## src/rtl/hilo_seq_pkg.sv

```systemverilog
// Shared types and default opcodes for the HI/LO move sequencer.
package hilo_seq_pkg;

    typedef enum logic [2:0] {
        IDLE,
        F0,
        F1,
        F2,
        EX,
        TRAP
    } state_t;

    localparam logic [4:0] OP_MTHI_DEF = 5'b10101;
    localparam logic [4:0] OP_MTLO_DEF = 5'b10110;
    localparam logic [4:0] OP_MFHI_DEF = 5'b10111;
    localparam logic [4:0] OP_MFLO_DEF = 5'b11000;

endpackage

```

## src/rtl/hilo_op_decode.sv

```systemverilog
// Combinational opcode classifier for the HI/LO move group.
module hilo_op_decode
    import hilo_seq_pkg::*;
#(
    parameter int unsigned     OPW     = 5,
    parameter logic [OPW-1:0]  OP_MTHI = OPW'(OP_MTHI_DEF),
    parameter logic [OPW-1:0]  OP_MTLO = OPW'(OP_MTLO_DEF),
    parameter logic [OPW-1:0]  OP_MFHI = OPW'(OP_MFHI_DEF),
    parameter logic [OPW-1:0]  OP_MFLO = OPW'(OP_MFLO_DEF)
) (
    input  logic [OPW-1:0] opcode,
    output logic           legal,
    output logic           is_from,
    output logic           is_hi
);

    always_comb begin
        legal   = 1'b0;
        is_from = 1'b0;
        is_hi   = 1'b0;
        if (opcode == OP_MTHI) begin
            legal = 1'b1;
            is_hi = 1'b1;
        end else if (opcode == OP_MTLO) begin
            legal = 1'b1;
        end else if (opcode == OP_MFHI) begin
            legal   = 1'b1;
            is_from = 1'b1;
            is_hi   = 1'b1;
        end else if (opcode == OP_MFLO) begin
            legal   = 1'b1;
            is_from = 1'b1;
        end
    end

endmodule

```

## src/rtl/hilo_move_sequencer.sv

```systemverilog
// Fetch/decode/execute sequencer for mfhi/mflo/mthi/mtlo with memory wait and trap.
// Optional retired-instruction counter enabled by defining INSTR_COUNT_EN.
module hilo_move_sequencer
    import hilo_seq_pkg::*;
#(
    parameter int unsigned     BITS    = 32,
    parameter int unsigned     OPW     = 5,
    parameter logic [OPW-1:0]  OP_MTHI = OPW'(OP_MTHI_DEF),
    parameter logic [OPW-1:0]  OP_MTLO = OPW'(OP_MTLO_DEF),
    parameter logic [OPW-1:0]  OP_MFHI = OPW'(OP_MFHI_DEF),
    parameter logic [OPW-1:0]  OP_MFLO = OPW'(OP_MFLO_DEF),
    parameter int unsigned     CNTW    = 16
) (
    input  logic            clk,
    input  logic            reset,
    input  logic            run,
    input  logic            mem_ready,
    input  logic [BITS-1:0] IRVal,
    output logic            PCout,
    output logic            MARin,
    output logic            IncPC,
    output logic            RZin,
    output logic            RZout,
    output logic            PCin,
    output logic            Read,
    output logic            MDRin,
    output logic            MDRout,
    output logic            IRin,
    output logic            Gra,
    output logic            Rin,
    output logic            Rout,
    output logic            HILOin,
    output logic            HILOout,
    output logic            hilo_sel,
    output logic            busy,
    output logic            done,
    output logic            illegal
`ifdef INSTR_COUNT_EN
    ,
    output logic [CNTW-1:0] retired
`endif
);

    state_t           state;
    state_t           state_nx;
    logic [OPW-1:0]   op_q;
    logic [OPW-1:0]   op_field;
    logic [OPW-1:0]   dec_op;
    logic             f1_first;
    logic             dec_legal;
    logic             dec_from;
    logic             dec_hi;
    logic             unused_ir;

    assign op_field  = IRVal[BITS-1 -: OPW];
    assign unused_ir = ^IRVal[BITS-OPW-1:0];

    // One decoder serves both uses: in F2 it classifies the incoming IR to
    // choose EX vs TRAP; elsewhere it classifies the latched opcode.
    assign dec_op = (state == F2) ? op_field : op_q;

    hilo_op_decode #(
        .OPW     (OPW),
        .OP_MTHI (OP_MTHI),
        .OP_MTLO (OP_MTLO),
        .OP_MFHI (OP_MFHI),
        .OP_MFLO (OP_MFLO)
    ) u_decode (
        .opcode  (dec_op),
        .legal   (dec_legal),
        .is_from (dec_from),
        .is_hi   (dec_hi)
    );

    always_ff @(posedge clk) begin
        if (reset) begin
            state    <= IDLE;
            op_q     <= '0;
            f1_first <= 1'b0;
        end else begin
            state    <= state_nx;
            f1_first <= (state == F0);
            if (state == F2) begin
                op_q <= op_field;
            end
        end
    end

    always_comb begin
        state_nx = state;
        case (state)
            IDLE:    state_nx = run ? F0 : IDLE;
            F0:      state_nx = F1;
            F1:      state_nx = mem_ready ? F2 : F1;
            F2:      state_nx = dec_legal ? EX : TRAP;
            EX:      state_nx = run ? F0 : IDLE;
            TRAP:    state_nx = TRAP;
            default: state_nx = IDLE;
        endcase
    end

    always_comb begin
        PCout    = 1'b0;
        MARin    = 1'b0;
        IncPC    = 1'b0;
        RZin     = 1'b0;
        RZout    = 1'b0;
        PCin     = 1'b0;
        Read     = 1'b0;
        MDRin    = 1'b0;
        MDRout   = 1'b0;
        IRin     = 1'b0;
        Gra      = 1'b0;
        Rin      = 1'b0;
        Rout     = 1'b0;
        HILOin   = 1'b0;
        HILOout  = 1'b0;
        hilo_sel = 1'b0;
        done     = 1'b0;
        illegal  = 1'b0;
        busy     = (state != IDLE) && (state != TRAP);
        case (state)
            F0: begin
                PCout = 1'b1;
                MARin = 1'b1;
                IncPC = 1'b1;
                RZin  = 1'b1;
            end
            F1: begin
                Read  = 1'b1;
                MDRin = 1'b1;
                RZout = f1_first;
                PCin  = f1_first;
            end
            F2: begin
                MDRout = 1'b1;
                IRin   = 1'b1;
            end
            EX: begin
                if (dec_legal) begin
                    Gra      = 1'b1;
                    hilo_sel = dec_hi;
                    done     = 1'b1;
                    HILOout  = dec_from;
                    Rin      = dec_from;
                    Rout     = !dec_from;
                    HILOin   = !dec_from;
                end
            end
            TRAP:    illegal = 1'b1;
            default: ;
        endcase
    end

`ifdef INSTR_COUNT_EN
    always_ff @(posedge clk) begin
        if (reset) begin
            retired <= '0;
        end else if (done) begin
            retired <= retired + CNTW'(1);
        end
    end
`endif

endmodule

```

## config.mk

```make
export PLATFORM = sky130hd
export DESIGN_NAME = hilo_move_sequencer
export DESIGN_NICKNAME = d
export VERILOG_FILES = /design/src/rtl/hilo_seq_pkg.sv /design/src/rtl/hilo_op_decode.sv /design/src/rtl/hilo_move_sequencer.sv
export SDC_FILE = /design/constraint.sdc
export NUM_CORES = 1
export LEC_CHECK = 0
export ABC_AREA = 1
export BUFFER_PORTS_ARGS = -buffer_cell sky130_fd_sc_hd__buf_4
export CAP_MARGIN = 20
export CORE_ASPECT_RATIO = 0.9
export CORE_UTILIZATION = 37
export CTS_CLUSTER_DIAMETER = 100
export DETAILED_ROUTE_END_ITERATION = 16
export MAX_ROUTING_LAYER = met4
export PLACE_DENSITY = 0.77
export SLEW_MARGIN = 40
export SYNTH_ARGS = -nofsm -noshare
export SYNTH_HDL_FRONTEND = slang
export SYNTH_SLANG_ARGS = --single-unit
```

## constraint.sdc

```tcl
create_clock -name clk -period 2.05 [get_ports clk]
set_input_delay 0.3075 -clock clk [delete_from_list [all_inputs] [get_ports clk]]
set_output_delay 0.3075 -clock clk [all_outputs]
set_load 0.03 [all_outputs]
```

==> flow_summary.json, run 1 <==
{
  "status": "finished clean",
  "ios": 55,
  "power.total_uw": 507,
  "clkTransAtPathRegs_ps": 60,
  "grt_usage": 0.175,
  "criticalPathCategory": "flop to output port",
  "htreeDepth": 1,
  "synth_area_um2": 671,
  "avgViaCountPerCell": 4.54,
  "drtIter0Drc": 6,
  "clock_power_share": 0.285,
  "fp.dieW_um": 46.9,
  "cp_common_cell": "nor2_4",
  "worst_setup_path_end_kind": "output port",
  "final.setup_skew_ps": 2.95,
  "core-area_mm2": 0.00168,
  "root_buffer": "clkbuf_4",
  "path_cells": "nand2_4 > nor2_4 > nand2_1 > nand2_4 > nand3_2 > nor2_4 > nor2_4 > a21oi_2 > buf_6",
  "setup_viol": 0,
  "rows": 14,
  "dp_hpwl_um": 1080,
  "crit_fanout": 8,
  "synthCells": 95,
  "holdBufCountCts": 0,
  "n_antenna_cell": 0,
  "met3_usage": 0.0776,
  "place_congestion": 0.798,
  "port_buffers": 27,
  "syn-num-nets": 131,
  "clock-sinks": 9,
  "synth_edf_count": 0,
  "overflow": 0,
  "drive_gt1_frac": 0.620,
  "multi_input_area_um2": 404,
  "synth_area_per_cell_um2": 7.06,
  "cts_made_buffers": 3,
  "cellPowerDensity_mw_per_mm2": 514,
  "switching_share": 0.370,
  "nFillCells": 164,
  "syn_to_final_growth_pct": 47.2,
  "yosysWarnings": 0,
  "holdPathEnd": "state[0]",
  "crit_path_start_kind": "flop",
  "hold_viol": 0,
  "grtUsageMet1": 0.213,
  "start_util": 0.399,
  "cts_tree": "yes",
  "p_sw_uw": 188,
  "cts_max_path_buffers": 2,
  "pwr-share-comb": 0.323,
  "dieArea_mm2": 0.00199,
  "worstSkewPairLatency_ps": 270,
  "post-route-period-util": 0.979,
  "final_cell_mix": "buf_4, inv_1, nand2_1",
  "routed_wl_um": 1510,
  "hp-class": "input pin to flop",
  "yosys.cell_types.count": 21,
  "relSlewSlack": 0.668,
  "seq_area_frac_synth": 0.269,
  "rr_endpoint": "state[0]",
  "r2r_start": "state[2]",
  "cp.arrival_ps": 1700,
  "die_h_um": 42.4,
  "ys_async_sr_fraction": 0,
  "grt_max_degree": 10,
  "drt_pass1_iterations": 4,
  "final_max_slew_viol_count": 0,
  "cap_violations": 0,
  "hold_depth": 2,
  "ant_nets": 0,
  "grt_setup_unrepaired": "yes",
  "seqCellArea_um2": 191,
  "synth_seq_cells": 9,
  "place_ws_ps": 123,
  "r2r_setup_slack_ps": 610,
  "crit_slowest_cell": "dfxtp_4",
  "intPower_uw": 319,
  "grt_pass1_vias": 546,
  "met2_usage": 0.258,
  "worstPathRequired_ps": 1740,
  "wl_per_cell_um": 10.4,
  "ff2ff_path_depth": 10,
  "vdd_ir_drop_max_mv": 0.472,
  "timing.fmax_ghz": 0.498,
  "final_common_cell": "buf_4",
  "drc": 0,
  "power_frac_seq": 0.393,
  "grt_antenna_before_repair": 0,
  "hp-start": "reset",
  "grt-busiest-layer": "met2",
  "layout_setup_ws_ps": 42.7,
  "ys.flop_type": "dfxtp_1",
  "p_leak_uw": 0.000453,
  "routed-via-count": 659,
  "fin_setup_tns_ps": 0,
  "max_slew.worst_pin.slew_ps": 494,
  "layout.nets": 158,
  "grt_pass1_wl_um": 2370,
  "slowest_delay_ps": 420,
  "finalCriticalPeriod_ps": 2010
}
[cell usage after synthesis, types with 2 or more instances]
master   number  share of area
nand3_2       2          0.030
nor2_1        9          0.050
nor2_2        3          0.028
dfxtp_1       9           0.27
nand3_1       2          0.015
inv_2         4          0.022
nor2_4        2          0.034
nand4_1       3          0.028
buf_4        10           0.11
nand2_4       3          0.050
inv_1        13          0.073
nor3_1        3          0.022
nand2_2       8          0.075
a21oi_1       4          0.030
nand2_1      14          0.078
[registers in the layout (all words and copies together), names as in the netlist]
signal,cells
f1_first,1
op_q,5
state,3
[power groups by stage]
stage,registers [uW],logic (uW),clock network [uW]
after floorplan,191,130,0
after global placement,203,145,0
after detailed placement,204,147,0
after CTS,201,150,150
after global routing,200,178,163
final,199,164,144
[final cells by class]
cell class	count	area share
clock buffer	3	0.0228
clock inverter	1	0.00507
inverter	17	0.0748
multi-input combinational	57	0.409
sequential	9	0.194
tap	24	0.0304
timing repair buffer	34	0.264
[logic make-up after synthesis]
kind of cell,after synthesis,synth area share
simple gates,51,0.446
buf+inv,29,0.229
flops,9,0.269
compound gates,6,0.0560
[routing by layer]
metal,vias to the layer above,part of all wire
met1,294,0.43
met5,-,0
met2,20,0.49
li1,341,-
met3,4,0.062
met4,0,0.014
[metrics by stage]
step / area [um2] / hold slack [ps] / instances / util
CTS: 887 / 244 / 140 / 0.528
finish: 987 / 247 / 145 / 0.587
detailed placement: 833 / 475 / 134 / 0.496
global placement: 833 / 468 / 134 / 0.496
floorplan: 691 / 458 / 95 / -
global route: 987 / 243 / 145 / 0.587
[critical path, delay by kind of cell, from the launching register on]
kind / cells / cell delay, ps
AND/OR/NAND/NOR: 7 / 660
flip-flops: 1 / 420
AO/OA/AOI/OAI: 1 / 180
buffers and inverters: 1 / 150
[repair_timing]
| action | 4_1_cts | 5_1_grt |
|---|---|---|
| setup endpoints to repair | 7 | 6 |
| pin swaps | 1 | 8 |
| resized for setup | 6 | 17 |
| buffers inserted | 2 | 5 |
[worst max path at each step]
stage / end / slack (ps) / depth (start not counted) / startpoint
finish: done / 40 / 9 / state[0]
global placement: Gra / 140 / 9 / state[1]
global route: done / -40 / 9 / state[1]
floorplan: RZout / -90 / 5 / state[0]
CTS: done / 20 / 9 / state[1]
detailed placement: done / 120 / 9 / state[1]
Power figures use the tool's default switching activity.
==> run 2, diff against run 1 <==
ABC_AREA = default   (was 1)
CORE_MARGIN = 5   (was default)
GPL_ROUTABILITY_DRIVEN = 1   (was default)
PLACE_DENSITY = 0.78   (was 0.77)
==> run 2 against run 1 <==
Compared with the run above:
- non-clock buffer count is 1 lower
- clock skew up 0.53 ps
- maximum frequency is 1.8% lower
- die area grew 33%
- design area fell by 7.1%
- clock power is essentially flat
- total power grew 71%
- final cell count decreased by 13%
- clock-buffer cell count up 1
- register-to-register slack improved by 270 ps
- critical path type unchanged
==> flow_summary.json, run 2 <==
{
  "cts_tree": "yes",
  "n_antenna_cell": 0,
  "place_ws_ps": 118,
  "ys.flop_type": "dfxtp_1",
  "drive_gt1_frac": 0.500,
  "seq_area_frac_synth": 0.283,
  "synth_area_um2": 637,
  "fp.dieW_um": 53.7,
  "clkTransAtPathRegs_ps": 60,
  "ys_async_sr_fraction": 0,
  "worstSkewPairLatency_ps": 270,
  "relSlewSlack": 0.794,
  "slowest_delay_ps": 470,
  "yosys.cell_types.count": 30,
  "place_congestion": 0.748,
  "largest_register": "op_q",
  "synth_edf_count": 0,
  "overflow": 0,
  "routed_wl_um": 1590,
  "power.total_uw": 866,
  "final_common_cell": "buf_4",
  "finalCriticalPeriod_ps": 2040,
  "grt_usage": 0.128,
  "synth_top_cell_area_share": 0.283,
  "layout_setup_ws_ps": 6.39,
  "cp.arrival_ps": 1740,
  "final_cell_mix": "buf_4, nor2_1, nand2_1, dfxtp_1, a21oi_1",
  "drtIter0Drc": 11,
  "synth_area_leaders": "dfxtp_1, buf_4, buf_6",
  "core-area_mm2": 0.00165,
  "synth_area_per_cell_um2": 8.06,
  "cap_violations": 0,
  "yosysWarnings": 0,
  "holdBufCountCts": 0,
  "setup_viol": 0,
  "syn_to_final_growth_pct": 44.0,
  "ant_nets": 0,
  "layout.nets": 139,
  "final_max_slew_viol_count": 0,
  "clock-sinks": 9,
  "cp.buffers_inverters": 1,
  "ios": 55,
  "crit_fanout": 4,
  "criticalPathCategory": "flop to output port",
  "path_cells": "nand4bb_4 > or3b_4 > nor3_4 > or2_4 > buf_6",
  "utilization": 0.557,
  "synthCells": 79,
  "grt_pass1_wl_um": 2510,
  "routed-via-count": 604,
  "drt_pass1_iterations": 4,
  "grt_pass1_vias": 591,
  "timing.fmax_ghz": 0.489,
  "start_util": 0.387,
  "htreeDepth": 1,
  "post-route-period-util": 0.997,
  "largest_register_ffs": 5,
  "vdd_ir_drop_max_mv": 0.618,
  "dieArea_mm2": 0.00265,
  "port_buffers": 27,
  "final.setup_skew_ps": 3.48,
  "crit_slowest_cell": "or3b_4",
  "dp_hpwl_um": 1120,
  "drc": 0,
  "synthTopCellsByCount": "buf_4, dfxtp_1, nand2_1, nor2_1",
  "worstPathRequired_ps": 1740,
  "cts_made_buffers": 3,
  "max_slew.worst_pin.slew_ps": 308,
  "cts_max_path_buffers": 2,
  "root_buffer": "clkbuf_4",
  "p_leak_uw": 0.000388,
  "syn-num-nets": 115,
  "worst_hold_slack_ps": 270,
  "grt_antenna_before_repair": 0,
  "grt_max_degree": 11,
  "yosys.area.top_type": "dfxtp_1",
  "worst_setup_path_end_kind": "output port",
  "cellPowerDensity_mw_per_mm2": 944,
  "reg_top3": "op_q: 5 flops, state: 3 flops, f1_first: 1 flops",
  "rows": 14,
  "crit_path_start_kind": "flop",
  "die_h_um": 49.4,
  "synth_seq_cells": 9,
  "status": "finished clean",
  "grt_setup_unrepaired": "yes",
  "hp-class": "input pin to flop",
  "critical_path.top_delay_family": "simple AND/OR/NAND/NOR gates",
  "wl_per_cell_um": 12.6,
  "avgViaCountPerCell": 4.79,
  "hold_viol": 0
}
-- run 2: cell types whose count changed after synthesis, moves of 4 or more --
cell	previous run	this run
nand2_1	14	8
nand2_2	8	0
inv_1	13	1
o21ai_0	0	4
-- run 2: timing repair --
item,in CTS,in global routing
buffers inserted,2,0
cloned,0,0
gates resized for setup,6,8
setup endpoints to repair,4,6
pin swaps,1,4
-- run 2: worst paths after layout --
path / start / depth (start not counted) / to / slack, ps
setup / recovery: state[0] / 5 / Gra / 6
hold / removal: reset / 2 / state[2] / 270
setup reg to reg: state[2] / 5 / op_q[0] / 880
hold reg to reg: op_q[2] / 2 / op_q[2] / 470
-- run 2: cell families (layout without fill, tap and decap cells) --
family	count (synthesis)	count (layout)	share of synthesized area
simple gates	34	34	0.310
xor+xnor	4	4	0.0550
buf+inv	16	39	0.194
flops	9	9	0.283
mux	1	1	0.0157
compound gates	15	15	0.141
-- run 2: per-stage QoR --
stage               TNS (ps)  cells  area, um2
floorplan              -77.4     79        653
global placement           0    120        800
detailed placement         0    120        800
CTS                    -27.6    126        882
global route            -171    126        917
finish                     0    126        917
-- run 2: layout make-up --
cell class                 instances  area [um2]
clock buffer                       4        26.3
fill                             152         729
inverter                           2        7.51
multi-input combinational         54         412
sequential                         9         186
tap                               24        30.0
timing repair buffer              33         255
-- run 2: power breakdown --
group	internal (uW)	total, uW	switching (uW)
logic	199	475	277
registers	210	246	35.9
clock network	75.4	144	68.9
-- run 2: metal layers --
| layer | track usage | vias to the layer above | part of all wire |
|---|---|---|---|
| li1 | - | 305 | - |
| met1 | 0.152 | 285 | 0.42 |
| met2 | 0.204 | 9 | 0.54 |
| met3 | 0.00917 | 5 | 0.014 |
| met4 | 0.0766 | 0 | 0.026 |
| met5 | - | - | 0 |
